### src/rtl/ram_capture_ctrl_if.sv
// Signal bundle between the capture controller and its surroundings:
// sample input, dump stream, RAM port and status.
interface ram_capture_ctrl_if #(
    parameter int unsigned RAM_WIDTH = 16,
    parameter int unsigned RAM_DEPTH = 1024
);
    localparam int unsigned AW = (RAM_DEPTH > 1) ? $clog2(RAM_DEPTH) : 1;
    localparam int unsigned CW = AW + 1;

    logic                 i_start;
    logic                 i_stop;
    logic                 i_sample_valid;
    logic [RAM_WIDTH-1:0] i_sample_data;
    logic                 i_dump_req;
    logic [RAM_WIDTH-1:0] o_dump_data;
    logic                 o_dump_valid;
    logic                 i_dump_ready;
    logic                 o_dump_last;
    logic [AW-1:0]        o_ram_addr;
    logic [RAM_WIDTH-1:0] o_ram_din;
    logic                 o_ram_we;
    logic                 o_ram_en;
    logic                 o_ram_regce;
    logic [RAM_WIDTH-1:0] i_ram_dout;
    logic [CW-1:0]        o_count;
    logic                 o_busy;
    logic                 o_full;
    logic                 o_overflow;

    // Controller side
    modport master (
        input  i_start, i_stop, i_sample_valid, i_sample_data, i_dump_req,
        input  i_dump_ready, i_ram_dout,
        output o_dump_data, o_dump_valid, o_dump_last,
        output o_ram_addr, o_ram_din, o_ram_we, o_ram_en, o_ram_regce,
        output o_count, o_busy, o_full, o_overflow
    );

    // Environment side (sample source, dump sink, RAM)
    modport slave (
        output i_start, i_stop, i_sample_valid, i_sample_data, i_dump_req,
        output i_dump_ready, i_ram_dout,
        input  o_dump_data, o_dump_valid, o_dump_last,
        input  o_ram_addr, o_ram_din, o_ram_we, o_ram_en, o_ram_regce,
        input  o_count, o_busy, o_full, o_overflow
    );
endinterface

### src/rtl/ram_capture_ctrl.sv
// Captures a burst of samples into an external single-port RAM, then reads
// them back one word at a time over a valid/ready dump stream.
module ram_capture_ctrl #(
    parameter int unsigned RAM_WIDTH = 16,
    parameter int unsigned RAM_DEPTH = 1024,
    parameter int unsigned RD_LAT    = 2
) (
    input  logic               clock,
    input  logic               reset,
    ram_capture_ctrl_if.master bus
);
    localparam int unsigned AW = (RAM_DEPTH > 1) ? $clog2(RAM_DEPTH) : 1;
    localparam int unsigned CW = AW + 1;
    localparam logic [CW-1:0] FULL_CNT = CW'(RAM_DEPTH);
    localparam logic          WAIT_END = 1'(RD_LAT - 1);

    localparam logic [2:0] IDLE     = 3'd0;
    localparam logic [2:0] CAPTURE  = 3'd1;
    localparam logic [2:0] DONE     = 3'd2;
    localparam logic [2:0] RD_ISSUE = 3'd3;
    localparam logic [2:0] RD_WAIT  = 3'd4;
    localparam logic [2:0] RD_OUT   = 3'd5;

    logic [2:0]           state_q,      state_next;
    logic [CW-1:0]        count_q,      count_next;
    logic [AW-1:0]        rd_ptr_q,     rd_ptr_next;
    logic                 wait_q,       wait_next;
    logic                 overflow_q,   overflow_next;
    logic [RAM_WIDTH-1:0] dump_data_q,  dump_data_next;
    logic                 dump_valid_q, dump_valid_next;
    logic                 dump_last_q,  dump_last_next;
    logic                 busy_q,       busy_next;
    logic                 full_q,       full_next;

    logic                 ram_en_c;
    logic                 ram_we_c;
    logic [AW-1:0]        ram_addr_c;
    logic [RAM_WIDTH-1:0] ram_din_c;

    // State register
    always_ff @(posedge clock or posedge reset) begin
        if (reset) state_q <= IDLE;
        else       state_q <= state_next;
    end

    // Next state, datapath next values and the combinational RAM port
    always_comb begin
        state_next      = state_q;
        count_next      = count_q;
        rd_ptr_next     = rd_ptr_q;
        wait_next       = wait_q;
        overflow_next   = overflow_q;
        dump_data_next  = dump_data_q;
        dump_valid_next = dump_valid_q;
        dump_last_next  = dump_last_q;
        ram_en_c        = 1'b0;
        ram_we_c        = 1'b0;
        ram_addr_c      = '0;
        ram_din_c       = '0;

        case (state_q)
            IDLE: begin
                if (bus.i_start) begin
                    state_next    = CAPTURE;
                    count_next    = '0;
                    overflow_next = 1'b0;
                end
            end
            CAPTURE: begin
                // count_q doubles as the write pointer; the guard keeps it from wrapping
                if (bus.i_sample_valid && (count_q < FULL_CNT)) begin
                    ram_en_c   = 1'b1;
                    ram_we_c   = 1'b1;
                    ram_addr_c = count_q[AW-1:0];
                    ram_din_c  = bus.i_sample_data;
                    count_next = count_q + CW'(1);
                end
                if (bus.i_stop || (count_next == FULL_CNT)) begin
                    state_next = DONE;
                end
            end
            DONE: begin
                if (bus.i_sample_valid) begin
                    overflow_next = 1'b1;
                end
                // A restart wins over a dump request and clears any overflow seen this cycle
                if (bus.i_start) begin
                    state_next    = CAPTURE;
                    count_next    = '0;
                    overflow_next = 1'b0;
                end else if (bus.i_dump_req && (count_q != '0)) begin
                    state_next  = RD_ISSUE;
                    rd_ptr_next = '0;
                end
            end
            RD_ISSUE: begin
                ram_en_c   = 1'b1;
                ram_addr_c = rd_ptr_q;
                wait_next  = 1'b0;
                state_next = RD_WAIT;
            end
            RD_WAIT: begin
                if (wait_q == WAIT_END) begin
                    state_next      = RD_OUT;
                    dump_data_next  = bus.i_ram_dout;
                    dump_valid_next = 1'b1;
                    dump_last_next  = ({1'b0, rd_ptr_q} == (count_q - CW'(1)));
                end else begin
                    wait_next = wait_q + 1'b1;
                end
            end
            RD_OUT: begin
                if (bus.i_dump_ready) begin
                    dump_valid_next = 1'b0;
                    dump_last_next  = 1'b0;
                    if (dump_last_q) begin
                        state_next = DONE;
                    end else begin
                        rd_ptr_next = rd_ptr_q + AW'(1);
                        state_next  = RD_ISSUE;
                    end
                end
            end
            default: begin
                state_next = IDLE;
            end
        endcase

        busy_next = (state_next == CAPTURE)  || (state_next == RD_ISSUE) ||
                    (state_next == RD_WAIT)  || (state_next == RD_OUT);
        full_next = (count_next == FULL_CNT);
    end

    // Datapath and status registers
    always_ff @(posedge clock or posedge reset) begin
        if (reset) begin
            count_q      <= '0;
            rd_ptr_q     <= '0;
            wait_q       <= 1'b0;
            overflow_q   <= 1'b0;
            dump_data_q  <= '0;
            dump_valid_q <= 1'b0;
            dump_last_q  <= 1'b0;
            busy_q       <= 1'b0;
            full_q       <= 1'b0;
        end else begin
            count_q      <= count_next;
            rd_ptr_q     <= rd_ptr_next;
            wait_q       <= wait_next;
            overflow_q   <= overflow_next;
            dump_data_q  <= dump_data_next;
            dump_valid_q <= dump_valid_next;
            dump_last_q  <= dump_last_next;
            busy_q       <= busy_next;
            full_q       <= full_next;
        end
    end

    assign bus.o_ram_en     = ram_en_c;
    assign bus.o_ram_we     = ram_we_c;
    assign bus.o_ram_addr   = ram_addr_c;
    assign bus.o_ram_din    = ram_din_c;
    assign bus.o_ram_regce  = 1'b1;
    assign bus.o_dump_data  = dump_data_q;
    assign bus.o_dump_valid = dump_valid_q;
    assign bus.o_dump_last  = dump_last_q;
    assign bus.o_count      = count_q;
    assign bus.o_busy       = busy_q;
    assign bus.o_full       = full_q;
    assign bus.o_overflow   = overflow_q;
endmodule

### src/flat_wrapper.sv
// flat-port wrapper written by rule: the top's interface ports become plain ports
module ram_capture_ctrl_flat 
#(
    parameter int unsigned RAM_WIDTH = 16,
    parameter int unsigned RAM_DEPTH = 1024,
    parameter int unsigned RD_LAT    = 2
)
  (clock, reset, bus_i_start, bus_i_stop, bus_i_sample_valid, bus_i_sample_data, bus_i_dump_req, bus_i_dump_ready, bus_i_ram_dout, bus_o_dump_data, bus_o_dump_valid, bus_o_dump_last, bus_o_ram_addr, bus_o_ram_din, bus_o_ram_we, bus_o_ram_en, bus_o_ram_regce, bus_o_count, bus_o_busy, bus_o_full, bus_o_overflow);
  ram_capture_ctrl_if #(.RAM_WIDTH(RAM_WIDTH), .RAM_DEPTH(RAM_DEPTH)) bus_i ();
  input  logic clock;
  input  logic reset;
  input wire logic [$bits(bus_i.i_start)-1:0] bus_i_start;
  input wire logic [$bits(bus_i.i_stop)-1:0] bus_i_stop;
  input wire logic [$bits(bus_i.i_sample_valid)-1:0] bus_i_sample_valid;
  input wire logic [$bits(bus_i.i_sample_data)-1:0] bus_i_sample_data;
  input wire logic [$bits(bus_i.i_dump_req)-1:0] bus_i_dump_req;
  input wire logic [$bits(bus_i.i_dump_ready)-1:0] bus_i_dump_ready;
  input wire logic [$bits(bus_i.i_ram_dout)-1:0] bus_i_ram_dout;
  output wire logic [$bits(bus_i.o_dump_data)-1:0] bus_o_dump_data;
  output wire logic [$bits(bus_i.o_dump_valid)-1:0] bus_o_dump_valid;
  output wire logic [$bits(bus_i.o_dump_last)-1:0] bus_o_dump_last;
  output wire logic [$bits(bus_i.o_ram_addr)-1:0] bus_o_ram_addr;
  output wire logic [$bits(bus_i.o_ram_din)-1:0] bus_o_ram_din;
  output wire logic [$bits(bus_i.o_ram_we)-1:0] bus_o_ram_we;
  output wire logic [$bits(bus_i.o_ram_en)-1:0] bus_o_ram_en;
  output wire logic [$bits(bus_i.o_ram_regce)-1:0] bus_o_ram_regce;
  output wire logic [$bits(bus_i.o_count)-1:0] bus_o_count;
  output wire logic [$bits(bus_i.o_busy)-1:0] bus_o_busy;
  output wire logic [$bits(bus_i.o_full)-1:0] bus_o_full;
  output wire logic [$bits(bus_i.o_overflow)-1:0] bus_o_overflow;
  assign bus_i.i_start = bus_i_start;
  assign bus_i.i_stop = bus_i_stop;
  assign bus_i.i_sample_valid = bus_i_sample_valid;
  assign bus_i.i_sample_data = bus_i_sample_data;
  assign bus_i.i_dump_req = bus_i_dump_req;
  assign bus_i.i_dump_ready = bus_i_dump_ready;
  assign bus_i.i_ram_dout = bus_i_ram_dout;
  assign bus_o_dump_data = bus_i.o_dump_data;
  assign bus_o_dump_valid = bus_i.o_dump_valid;
  assign bus_o_dump_last = bus_i.o_dump_last;
  assign bus_o_ram_addr = bus_i.o_ram_addr;
  assign bus_o_ram_din = bus_i.o_ram_din;
  assign bus_o_ram_we = bus_i.o_ram_we;
  assign bus_o_ram_en = bus_i.o_ram_en;
  assign bus_o_ram_regce = bus_i.o_ram_regce;
  assign bus_o_count = bus_i.o_count;
  assign bus_o_busy = bus_i.o_busy;
  assign bus_o_full = bus_i.o_full;
  assign bus_o_overflow = bus_i.o_overflow;
  ram_capture_ctrl #(.RAM_WIDTH(RAM_WIDTH), .RAM_DEPTH(RAM_DEPTH), .RD_LAT(RD_LAT)) u_core (.clock(clock), .reset(reset), .bus(bus_i));
endmodule
### config.mk
export PLATFORM = sky130hd
export DESIGN_NAME = ram_capture_ctrl_flat
export DESIGN_NICKNAME = d
export VERILOG_FILES = /design/src/rtl/ram_capture_ctrl_if.sv /design/src/rtl/ram_capture_ctrl.sv /design/src/flat_wrapper.sv
export SDC_FILE = /design/constraint.sdc
export NUM_CORES = 1
export LEC_CHECK = 0
export ABC_AREA = 1
export CORE_ASPECT_RATIO = 1.2
export CORE_MARGIN = 2
export CORE_UTILIZATION = 30
export CTS_BUF_LIST = sky130_fd_sc_hd__clkbuf_4 sky130_fd_sc_hd__clkbuf_8 sky130_fd_sc_hd__clkbuf_16
export DETAILED_ROUTE_END_ITERATION = 16
export GPL_TIMING_DRIVEN = 0
export SYNTH_ARGS = -nofsm -noshare
export SYNTH_HDL_FRONTEND = slang
export SYNTH_SLANG_ARGS = --single-unit
### constraint.sdc
create_clock -name clock -period 2 [get_ports clock]
set_input_delay 0.2 -clock clock [delete_from_list [all_inputs] [get_ports clock]]
set_output_delay 0.2 -clock clock [all_outputs]
set_load 0.01 [all_outputs]
==> results.json, run 1 <==
{
  "outcome": "finished clean",
  "startpoint_type": "flop",
  "dpl_cell_area_um2": 4230,
  "path_buf_inv": 3,
  "viasPerCell": 4.88,
  "syn-num-nets": 439,
  "fp.dieW_um": 96.3,
  "critical-path-max-stage-delay_ps": 460,
  "cts.clk_slew.worst_paths_ps": 60,
  "end_kind": "output port",
  "overflow": 0,
  "min_period_ps": 1920,
  "grt_pass1_wl_mm": 15.0,
  "layout.nets": 556,
  "fp.coreArea_um2": 9960,
  "drt_iter0_drc": 160,
  "synth_area_per_cell_um2": 7.74,
  "finalSetupViolCount": 0,
  "crit_type": "flop to output port",
  "combinationalPowerShare_pct": 54.9,
  "dpl.hpwl_mm": 7.07,
  "pre_cts_slack_ps": -659,
  "synth_top_area_share_pct": 37.6,
  "routed_wl_mm": 9.21,
  "crit_path_top_delay_cell": "dfrtp_2",
  "placed_cells": 621,
  "fin_crit_sh_pct": 95.9,
  "setup_slack_ps": 82.8,
  "hold_class": "primary input to async pin",
  "fin_area_um2": 4580,
  "yosys-top-cells-area": "dfrtp_1 38%, nand2_1 12%, nor2_1 5.6%",
  "grt_max_degree": 28,
  "ys_ff_latch": 46,
  "vias": 3121,
  "drtAntennaViolNets": 0,
  "syn_inst": 396,
  "fmax_mhz": 522,
  "stdcell_count": 640,
  "postLayoutCoreUtil_pct": 46.0,
  "p_switching_mw": 2.20,
  "drive_gt1_share_pct": 22.0,
  "cts.sinks": 46,
  "io_buffers": 98,
  "yosysUniqueCellTypes": 38,
  "cp_max_fo": 10,
  "rsz0062_at_grt": "false",
  "maxCapViolations": 0,
  "slew_violations": 0,
  "critical_path_arrival_ps": 1720,
  "clock_latency_ps": 290,
  "p_seq_share_pct": 27.7,
  "grt_util_all_layers_pct": 17.5,
  "synth_flop_cell": "dfrtp_1",
  "critical_path.top_delay_family": "buffers and inverters",
  "clkPwrFrac_pct": 17.4,
  "path_cells": "inv_2 > nand2_1 > nor2_4 > inv_4 > o22ai_2 > clkdlybuf4s15_2",
  "io_pins": 100,
  "syn_to_final_growth_pct": 49.4,
  "worstMarginPinSlew_ps": 570,
  "routabilityCongestion": 0.898,
  "initial_utilization_pct": 30.8,
  "synth_top_cell_by_area": "dfrtp_1",
  "num_rows": 40,
  "crit_required_ps": 1800,
  "cts_tree": "built",
  "cts-root-buf": "clkbuf_16",
  "antenna_found_initial": 0,
  "synth_edf_count": 0,
  "cts_inserted_buffers": 5,
  "grt_pass1_vias": 3181,
  "die_y_um": 115,
  "max_slew_margin_pct": 61.7,
  "switching_share_pct": 39.9,
  "hold_viol": 0,
  "htree_levels": 2,
  "ys_seq_area_share_pct": 37.6,
  "cts.path.max_buffers": 2,
  "pwr_density_cell_nw_per_um2": 1210,
  "vdd_ir_drop_max_uv": 547,
  "dr.pass1.iters": 4,
  "total_power_mw": 5.52,
  "dieArea_um2": 11000,
  "yosys_warnings": 0,
  "diodes": 0,
  "leakagePower_nw": 2.11,
  "async_flop_share_pct": 100,
  "drc": 0,
  "wl_per_cell_um": 14.4,
  "cts_hold_buf": 0,
  "syn_area_um2": 3070,
  "internal-power_mw": 3.32,
  "skew_ps": 2.48
}
## state kept, by name, summed over array words and instances, names as in the netlist
| name | flops |
|---|---|
| u_core.bus.o_overflow | 1 |
| u_core.bus.o_busy | 1 |
| u_core.bus.o_dump_data | 16 |
| u_core.bus.o_dump_last | 1 |
| u_core.state_q | 3 |
| u_core.bus.o_full | 1 |
| u_core.wait_q | 1 |
| u_core.bus.o_count | 11 |
| u_core.rd_ptr_q | 10 |
| u_core.bus.o_dump_valid | 1 |
## path summary, 6_finish.rpt
path | from | end | slack (ps) | cells after the start
max | u_core.bus.o_count[10]$_DFF_PP0_ | bus_o_ram_addr[9] | 80 | 6
max in group asynchronous | reset | u_core.bus.o_count[8]$_DFF_PP0_ | 1250 | 3
min reg2reg | u_core.bus.o_dump_valid$_DFFE_PP0P_ | u_core.bus.o_dump_valid$_DFFE_PP0P_ | 490 | 2
max reg2reg | u_core.bus.o_count[10]$_DFF_PP0_ | u_core.bus.o_busy$_DFF_PP0_ | 160 | 11
min in group clock | bus_i_sample_valid | u_core.bus.o_overflow$_DFFE_PP0P_ | 470 | 3
min | reset | u_core.bus.o_dump_data[8]$_DFFE_PP0P_ | 240 | 2
## logic make-up (layout without fill, tap and decap cells)
kind of cell / Yosys count / count (layout) / share of synthesized area [%]
other cells: 1 / 1 / 0.122
xor+xnor: 12 / 12 / 3.43
flops: 46 / 46 / 37.6
mux: 16 / 16 / 6.86
compound gates: 41 / 41 / 8.41
fa+ha+maj: 4 / 4 / 1.63
buf+inv: 61 / 179 / 8.69
simple gates: 215 / 215 / 33.3
## cells in the final DEF, fill, tap and decap left out, types with 6 or more instances in the layout
cell type and count:
nand4_1 13, nand2_1 96, clkdlybuf4s15_2 7, xor2_1 7, o22ai_1 6, mux2_2 8, mux2_4 8, dlygate4sd2_1 18
inv_2 12, nor2_4 6, dfrtp_2 7, dfrtp_1 39, inv_1 34, o21ai_0 14, clkdlybuf4s50_1 69, nor2_1 44
o22ai_2 7, nand3_1 31, buf_4 13
## timing repair
action                                  CTS  global route
endpoints found under the setup margin   42            35
resized for setup                        76            22
pin swaps                                 1             5
gates cloned                              0             0
setup buffers                             2            10
hold endpoints to repair                  0             0
## synth_stat cells, types with 3 or more instances
| cell type | n |
|---|---|
| nand2_1 | 97 |
| dfrtp_1 | 46 |
| nor2_1 | 46 |
| inv_1 | 44 |
| nand3_1 | 32 |
| o21ai_0 | 14 |
| nand4_1 | 13 |
| o22ai_1 | 13 |
| mux2_2 | 8 |
| mux2_4 | 8 |
| xor2_1 | 7 |
| inv_2 | 6 |
| nor3_1 | 5 |
| xnor2_1 | 5 |
| a21oi_1 | 4 |
| buf_6 | 4 |
| clkbuf_1 | 4 |
| ha_1 | 4 |
| nand2_4 | 4 |
| nor3_2 | 4 |
| nor2_4 | 3 |
| o31ai_1 | 3 |
## per-layer routing
metal / part of all wire, % / global-route usage (%) / routed length [um]
met5: 0 / 0 / 0
met4: 2.6 / 7.14 / 238
met3: 5.3 / 3.47 / 490
met2: 51 / 30.5 / 4710
met1: 41 / 20.8 / 3770
## through the flow
step | setup TNS [ps] | hold slack (ps)
floorplan | 0 | 349
global placement | -23870 | 466
detailed placement | -11360 | 463
CTS | 0 | 255
global route | 0 | 278
finish | 0 | 235
## power groups by stage
stage                     logic, mW  registers, mW  clock network, mW
after global placement         2.73           1.55                  0
after CTS                      2.85           1.53              0.990
after floorplan                1.61           1.62                  0
after global routing           3.31           1.58               1.04
after detailed placement       2.77           1.55                  0
final                          3.03           1.53              0.961
## layout make-up
cell class,instances,area (um2)
fill,1004,5380
multi-input combinational,289,1740
sequential,46,1160
timing repair buffer,111,1060
inverter,51,201
tap,126,158
clock buffer,6,133
buffer,9,88.8
clock inverter,2,37.5
No activity file was read; power rests on OpenSTA's default activity.
==> inputs of run 2 (changes only) <==
Settings changed: GPL_TIMING_DRIVEN 0 to unset.
==> results.json, run 2 (same netlist as run 1, synthesis figures left out) <==
{
  "hold_class": "primary input to async pin",
  "layout.nets": 564,
  "cts_hold_buf": 0,
  "max_slew_margin_pct": 60.8,
  "regToRegEndpoint": "u_core.bus.o_busy$_DFF_PP0_",
  "hold_viol": 0,
  "clkPwrFrac_pct": 17.8,
  "grt_pass1_wl_mm": 14.8,
  "grt_max_degree": 29,
  "r2r-start": "u_core.bus.o_count[1]$_DFF_PP0_",
  "crit_required_ps": 1800,
  "io_pins": 100,
  "dpl.hpwl_mm": 7.34,
  "syn_to_final_growth_pct": 49.3,
  "internal-power_mw": 3.28,
  "slew_violations": 0,
  "io_buffers": 98,
  "drt_iter0_drc": 203,
  "htree_levels": 2,
  "finalSetupViolCount": 0,
  "cp_max_fo": 10,
  "skew_ps": 10.5,
  "stdcell_count": 648,
  "num_rows": 40,
  "crit_type": "flop to output port",
  "min_period_ps": 1890,
  "critical_path_arrival_ps": 1690,
  "switching_share_pct": 39.5,
  "vias": 3139,
  "clock_latency_ps": 290,
  "routed_wl_mm": 9.20,
  "cts_tree": "built",
  "p_seq_share_pct": 27.9,
  "end_kind": "output port",
  "cts.sinks": 46,
  "outcome": "finished clean",
  "nFillCells": 962,
  "fp.coreArea_um2": 9960,
  "diodes": 0,
  "overflow": 0,
  "drc": 0,
  "routabilityCongestion": 0.875,
  "drtAntennaViolNets": 0,
  "fp.dieW_um": 96.3,
  "antenna_found_initial": 0,
  "p_switching_mw": 2.14,
  "final_cell_mix": "96 x nand2_1, 70 x clkdlybuf4s50_1, 44 x nor2_1, 44 x dfrtp_1, 42 x inv_1",
  "layout_commonest_cell": "nand2_1",
  "combinationalPowerShare_pct": 54.3,
  "initial_utilization_pct": 30.8,
  "wl_per_cell_um": 14.2,
  "cts-root-buf": "clkbuf_16",
  "vdd_ir_drop_max_uv": 636,
  "die_y_um": 115,
  "pwr_density_cell_nw_per_um2": 1190,
  "largest_reg_flops": 16,
  "cts.clk_slew.worst_paths_ps": 70,
  "dieArea_um2": 11000,
  "grt_util_all_layers_pct": 17.1,
  "placed_cells": 639,
  "dr.pass1.iters": 5,
  "cts.path.max_buffers": 2,
  "viasPerCell": 4.84,
  "fin_crit_sh_pct": 94.4,
  "maxCapViolations": 0,
  "startpoint_type": "flop",
  "drive_gt1_share_pct": 17.6,
  "cts_inserted_buffers": 5,
  "total_power_mw": 5.42,
  "fmax_mhz": 529,
  "ff2ff_setup_slack_ps": 190,
  "worst_r2r_path_depth": 13,
  "leakagePower_nw": 2.25,
  "worstMarginPinSlew_ps": 582,
  "grt_pass1_vias": 3007
}
[run 2: power groups by stage]
stage	Clock, mW	Sequential (mW)	Combinational (mW)
floorplan	0	1.62	1.61
global placement	0	1.52	2.93
detailed placement	0	1.52	2.96
CTS	0.984	1.51	2.95
global route	1.02	1.56	3.26
finish	0.964	1.52	2.94
[run 2: how the worst max path moves through the flow]
stage                                     start                           to  cells past startpoint
6_report            u_core.state_q[2]$_DFF_PP0_            bus_o_ram_addr[3]                      7
5_1_grt         u_core.bus.o_count[1]$_DFF_PP0_  u_core.bus.o_busy$_DFF_PP0_                     13
4_1_cts             u_core.state_q[2]$_DFF_PP0_            bus_o_ram_din[14]                      5
3_5_place_dp                 bus_i_sample_valid            bus_o_ram_addr[3]                      6
3_3_place_gp                 bus_i_sample_valid            bus_o_ram_din[13]                      7
2_1_floorplan  u_core.bus.o_count[10]$_DFF_PP0_  u_core.bus.o_busy$_DFF_PP0_                     12
[run 2: critical path: stages, from the launching register on]
cell and delay (ps):
dfrtp_1 410, nor2_4 140, inv_1 50, nor2_1 110
inv_1 90, buf_12 140, o22ai_1 160, dlygate4sd2_1 290
[run 2: metal layers]
layer | GRT usage, % | routed length [um] | vias up
li1 | - | - | 1543
met1 | 21.8 | 3870 | 1465
met2 | 30.0 | 4650 | 111
met3 | 2.29 | 505 | 20
met4 | 4.86 | 182 | 0
met5 | 0 | 0 | -
[run 2: what timing repair did]
item | 4_1_cts | 5_1_grt
resized for setup | 28 | 14
setup buffers | 1 | 0
setup endpoints to repair | 28 | 11
pin swaps | 0 | 1
[run 2: final cells by class]
type / instances / area [um2] / share of cell area, %
inverter: 51 / 194 / 4.24
clock inverter: 2 / 37.5 / 0.820
multi-input combinational: 289 / 1670 / 36.5
tap: 126 / 158 / 3.44
timing repair buffer: 128 / 1230 / 26.9
sequential: 46 / 1150 / 25.2
clock buffer: 6 / 133 / 2.90
[run 2: stage by stage]
step | setup slack, ps | cell area, um2 | setup TNS [ps] | utilization (%) | hold WS [ps]
finish | 111 | 4580 | 0 | 46.0 | 232
global route | -2.16 | 4580 | -2.16 | 46.0 | 280
CTS | 4.85 | 4540 | 0 | 45.6 | 255
detailed placement | -10.4 | 4380 | -11.7 | 44.0 | 475
global placement | 14.5 | 4380 | 0 | 44.0 | 466
floorplan | 83.7 | 3070 | 0 | - | 349
